`src/rtl/drum_ctrl_pkg.sv`:
```
// rtl/drum_ctrl_pkg.sv - shared state encoding and defaults for the drum sequencer control
package drum_ctrl_pkg;

  localparam int STATE_W       = 3;
  localparam int NUM_STEPS_DEF = 8;

  // Encoded values are shown directly on the HEX display, so they are fixed.
  typedef enum logic [STATE_W-1:0] {
    S_INS1  = 3'd0,
    S_INS2  = 3'd1,
    S_INS3  = 3'd2,
    S_INS4  = 3'd3,
    S_BPM   = 3'd4,
    S_READY = 3'd5,
    S_PLAY  = 3'd6
  } state_e;

endpackage

```
`src/rtl/edge_rise.sv`:
```
// rtl/edge_rise.sv - 1-bit registered rising-edge detector with configurable reset value
module edge_rise #(
  parameter logic RESET_VAL = 1'b0
) (
  input  logic clk,
  input  logic reset,
  input  logic d_i,
  output logic rise_o
);

  logic d_q;

  // Previous-cycle copy of the input; RESET_VAL=1 masks a level held through reset.
  always_ff @(posedge clk) begin
    if (reset) begin
      d_q <= RESET_VAL;
    end else begin
      d_q <= d_i;
    end
  end

  assign rise_o = d_i & ~d_q;

endmodule

```
`src/rtl/drum_seq_ctrl.sv`:
```
// rtl/drum_seq_ctrl.sv - load/play sequencing FSM and step counter; optional pause via DRUM_CTRL_PAUSE_EN
module drum_seq_ctrl
  import drum_ctrl_pkg::*;
#(
  parameter int NUM_STEPS = NUM_STEPS_DEF,
  parameter int STEP_W    = $clog2(NUM_STEPS)
) (
  input  logic               clk,
  input  logic               reset,
  input  logic               go,
  input  logic               play_sw,
  input  logic               beat_tick,
`ifdef DRUM_CTRL_PAUSE_EN
  input  logic               pause,
`endif
  output logic               ld_ins1,
  output logic               ld_ins2,
  output logic               ld_ins3,
  output logic               ld_ins4,
  output logic               ld_bpm,
  output logic               play,
  output logic [STEP_W-1:0]  timing,
  output logic               bar_start,
  output logic [STATE_W-1:0] state_o
);

  localparam logic [STEP_W-1:0] LAST_STEP = STEP_W'(NUM_STEPS - 1);

  state_e            state_q, state_d;
  logic [4:0]        ld_q, ld_d;
  logic [STEP_W-1:0] timing_q, timing_d;
  logic              bar_start_q, bar_start_d;
  logic              go_rise;
  logic              pause_act;

`ifdef DRUM_CTRL_PAUSE_EN
  assign pause_act = pause;
`else
  assign pause_act = 1'b0;
`endif

  // go_q resets high so a button held through reset does not fire a load.
  edge_rise #(.RESET_VAL(1'b1)) u_go_edge (
    .clk    (clk),
    .reset  (reset),
    .d_i    (go),
    .rise_o (go_rise)
  );

  // State, strobe and step-counter registers.
  always_ff @(posedge clk) begin
    if (reset) begin
      state_q     <= S_INS1;
      ld_q        <= '0;
      timing_q    <= '0;
      bar_start_q <= 1'b0;
    end else begin
      state_q     <= state_d;
      ld_q        <= ld_d;
      timing_q    <= timing_d;
      bar_start_q <= bar_start_d;
    end
  end

  // Next state, registered strobe requests and step-counter update.
  always_comb begin
    state_d     = state_q;
    ld_d        = '0;
    timing_d    = timing_q;
    bar_start_d = 1'b0;
    case (state_q)
      S_INS1: if (go_rise) begin state_d = S_INS2;  ld_d = 5'b00001; end
      S_INS2: if (go_rise) begin state_d = S_INS3;  ld_d = 5'b00010; end
      S_INS3: if (go_rise) begin state_d = S_INS4;  ld_d = 5'b00100; end
      S_INS4: if (go_rise) begin state_d = S_BPM;   ld_d = 5'b01000; end
      S_BPM:  if (go_rise) begin state_d = S_READY; ld_d = 5'b10000; end
      S_READY: begin
        timing_d = '0;
        // play_sw beats a coincident go so a reprogram never interrupts a start.
        if (play_sw) begin
          state_d     = S_PLAY;
          bar_start_d = 1'b1;
        end else if (go_rise) begin
          state_d = S_INS1;
        end
      end
      S_PLAY: begin
        // Stopping drops any coincident tick and parks the counter at step 0.
        if (!play_sw) begin
          state_d  = S_READY;
          timing_d = '0;
        end else if (beat_tick && !pause_act) begin
          if (timing_q == LAST_STEP) begin
            timing_d    = '0;
            bar_start_d = 1'b1;
          end else begin
            timing_d = timing_q + STEP_W'(1);
          end
        end
      end
      default: begin
        state_d  = S_INS1;
        timing_d = '0;
      end
    endcase
  end

  assign {ld_bpm, ld_ins4, ld_ins3, ld_ins2, ld_ins1} = ld_q;
  assign play      = (state_q == S_PLAY);
  assign timing    = timing_q;
  assign bar_start = bar_start_q;
  assign state_o   = state_q;

endmodule

```
`config.mk`:
```
export PLATFORM = sky130hd
export DESIGN_NAME = drum_seq_ctrl
export DESIGN_NICKNAME = d
export VERILOG_FILES = /design/src/rtl/drum_ctrl_pkg.sv /design/src/rtl/edge_rise.sv /design/src/rtl/drum_seq_ctrl.sv
export SDC_FILE = /design/constraint.sdc
export NUM_CORES = 1
export LEC_CHECK = 0
export ABC_CLOCK_PERIOD_IN_PS = 1600
export CAP_MARGIN = 20
export CORE_MARGIN = 10
export CORE_UTILIZATION = 45
export DETAILED_ROUTE_END_ITERATION = 10
export GPL_TIMING_DRIVEN = 0
export PLACE_DENSITY_LB_ADDON = 0.12
export REMOVE_ABC_BUFFERS = 1
export SLEW_MARGIN = 5
export SYNTH_ARGS = -nofsm -noshare
export SYNTH_HDL_FRONTEND = slang
export SYNTH_SLANG_ARGS = --single-unit
```
`constraint.sdc`:
```
create_clock -name clk -period 1.6 [get_ports clk]
set_input_delay 0.16 -clock clk [delete_from_list [all_inputs] [get_ports clk]]
set_output_delay 0.16 -clock clk [all_outputs]
set_load 0.02 [all_outputs]
```
==> metrics.md <==
| Metric | Value |
|---|---|
| Outcome | `finished clean` |
| CP Data Arrival Time | `1.35 ns` |
| Clock group share of total power | `roughly 33%` |
| Slew headroom | `75.0%` |
| Critical path type | `flip-flop to output port` |
| Final setup violating endpoints | `0` |
| First-pass GRT wire length | `between 2 and 2.5 mm` |
| Max Cap Viol | `0` |
| Crit-path leading delay family | `buffers and inverters` |
| DR WL/cell | `12.6 µm` |
| Register area | `roughly 260 µm²` |
| First-pass iteration count of the detailed router | `4` |
| CP endpoint kind | `output port` |
| Rows | `13` |
| CTS buffer count | `3` |
| CP max stage cell | `clkdlybuf4s50_1` |
| CTS sink cnt | `13` |
| F_max | `~660 MHz` |
| Worst VDD drop | `0.000319 V` |
| Antenna cell count | `0` |
| Largest family of logic cells by synthesized area | `simple AND/OR/NAND/NOR gates` |
| DRC | `0` |
| # IOs | `18` |
| Ys async rst share | `0%` |
| Largest net degree at the start of global routing | `14` |
| Post-synth top cells | `dfxtp_1, nand2b_1, nor2_1` |
| Worst Tran Pin Value | `0.374 ns` |
| Pint | `460 µW` |
| Nets | `90` |
| Final ANT Viol Nets | `0` |
| DRT iter0 DRCs | `8` |
| Post-Syn Area | `between 600 and 700 µm²` |
| P_sw | `146 µW` |
| # fillers | `121` |
| Register area share after synthesis | `40.3%` |
| Core Util, Final | `approximately three fifths` |
| Post-DP Area | `796 µm²` |
| Mux cell area share after synthesis | `4.65%` |
| CTS root buf | `clkbuf_4` |
| Clk_lat worst skew | `0.27 ns` |
| Final Max Tran Viols | `0` |
| Layout cells sized above 1 | `20.7%` |
| Yosys reg bits | `13` |
| Total GRT Usage | `7.71%` |
| CP Launch Type | `flip-flop` |
| Chip Height | `57.9 µm` |
| Clk slew on worst S/H paths | `0.08 ns` |
| Vias in the first global route | `494` |
| H-tree Lvls | `1` |
| Top_reg_cell synth | `dfxtp_1` |
| RSZ-0062 raised after global routing | `false` |
| Die Wd | `57.9 µm` |
| Most common cell in the netlist | `dfxtp_1` |
| Buf/Inv on CP | `1` |
| Final Cycle Share | `94.4%` |
| Top cells by area, synth | `dfxtp_1, nand2b_1, buf_6, mux2i_1, ha_1` |
| Number of distinct library cells after synthesis | `27` |
| Reg power frac | `56.6%` |
| Final min period | `roughly 1.5 ns` |
| Post-synth top area share | `between 40 and 50%` |
| Leak pwr | `0.311 nW` |
| Via density per instance | `5.07` |
| Fin area | `826 µm²` |
| Synth Area per Inst | `9.93 µm²` |
| Die ar. | `3350 µm²` |
| Total core area | `~1300 µm²` |
| Pwr Density | `approximately 730 nW/µm²` |
| PortBufs | `17` |
| YS warnings | `0` |
| Xor/xnor share of the synthesized area | `1.36%` |
| Synth Area in Compound Gates | `8.53%` |
| CTS tree | `done` |
| Final wirelength | `approximately 1.2 mm` |
| Post-Synth Simple-Gate Area | `about a third` |
| Total grt overflow | `0` |
| Crit-path max FO | `10` |
| Data required, critical path | `1.44 ns` |
| Switching fraction of total power | `24.0%` |
| Cell taking the most area after synthesis | `dfxtp_1` |
| Max Buffers Root-to-Sink | `2` |
| Multi-input logic area | `342 µm²` |
| Initial antenna violation count | `0` |
| Critical path, cell by cell | `clkdlybuf4s50_1` |
| Area grow syn2layout | `27.9%` |
| Initial core utilization | `48.4%` |
| Via count | `492` |
| GP Congestion | `0.729` |
| Tightest Hold Check Type | `input pin to flip-flop` |
| Number of post-CTS setup repair buffers | `0` |
| Final hold vios | `0` |
| Max incr delay on CP | `0.64 ns` |
| Gate power share | `about 10%` |
| Skew final | `0.00107 ns` |
| Mapped Cells | `65` |
| Synth Area in Adders | `3.88%` |
| HPWL after DPL | `941 µm` |
| Post-synth EDFFs | `0` |
==> state kept, by name, summed over array words and instances, names as in the netlist <==
name,flops
state_o,3
bar_start,1
ld_q,5
timing,3
u_go_edge.d_q,1
==> metrics by stage <==
stage	setup slack (ns)	TNS, ns	hold WS [ns]	instances	power (mW)
global route	0.0120	0	0.490	97	0.641
detailed placement	-0.0889	-0.0889	0.488	93	0.412
global placement	-0.0875	-0.0875	0.480	93	0.411
finish	0.0904	0	0.484	97	0.606
floorplan	0.388	0	0.223	61	0.381
CTS	0.0211	0	0.481	97	0.616
==> power by group through the flow <==
stage               clock (mW)  sequential [mW]  combinational (mW)
floorplan                    0            0.353              0.0284
global placement             0            0.349              0.0619
detailed placement           0            0.349              0.0624
CTS                      0.210            0.343              0.0629
global route             0.229            0.345              0.0676
finish                   0.202            0.343              0.0616
==> cell type report <==
class                           count  share of cell area [%]
Inverter                            2                   0.909
Tap cell                           15                    2.27
Sequential cell                    13                    32.0
Multi-Input combinational cell     46                    41.4
Clock buffer                        4                    3.18
Timing Repair Buffer               17                    20.3
==> worst paths after layout <==
path | from | end | slack, ns | cells after the start
worst min register to register | timing[1]$_SDFFE_PP0P_ | timing[1]$_SDFFE_PP0P_ | 0.50 | 2
worst max-delay path | state_o[1]$_SDFFE_PP0P_ | state_o[1] | 0.09 | 1
worst min-delay path | beat_tick | bar_start$_SDFF_PP0_ | 0.48 | 3
worst max register to register | timing[0]$_SDFFE_PP0P_ | timing[0]$_SDFFE_PP0P_ | 0.34 | 5
==> metal layers <==
| layer | track usage (%) | share of wire, % | vias up |
|---|---|---|---|
| li1 | - | - | 260 |
| met1 | 7.88 | 44 | 213 |
| met3 | 4.58 | 10 | 5 |
| met4 | 6.04 | 3.0 | 0 |
| met5 | 0 | 0 | - |
| met2 | 11.2 | 43 | 14 |
==> cells by family (layout without fill, tap and decap cells) <==
logic type	Yosys count	in the layout
AND/OR/NAND/NOR	33	33
XOR/XNOR	1	1
flip-flops	13	13
buffers and inverters	6	23
AO/OA/AOI/OAI	7	7
multiplexers	3	3
adder cells (fa/ha/maj)	2	2
==> cells in the final DEF (no fill, tap or decap), types with 3 or more instances in the layout <==
| cell type | netlist | routed |
|---|---|---|
| nand3_1 | 3 | 3 |
| dfxtp_1 | 13 | 10 |
| clkdlybuf4s50_1 | 0 | 15 |
| a21oi_1 | 3 | 3 |
| dfxtp_2 | 0 | 3 |
| nand2b_1 | 8 | 8 |
| mux2i_1 | 3 | 3 |
| nor2_1 | 5 | 5 |
| clkbuf_4 | 0 | 3 |
| nand2_1 | 3 | 3 |
==> repair_timing <==
action	in CTS	in global routing
resized for setup	5	3
setup endpoints to repair	4	2
hold buffers	0	0
endpoints found under the hold margin	0	0
No activity file was read; power rests on OpenSTA's default activity.
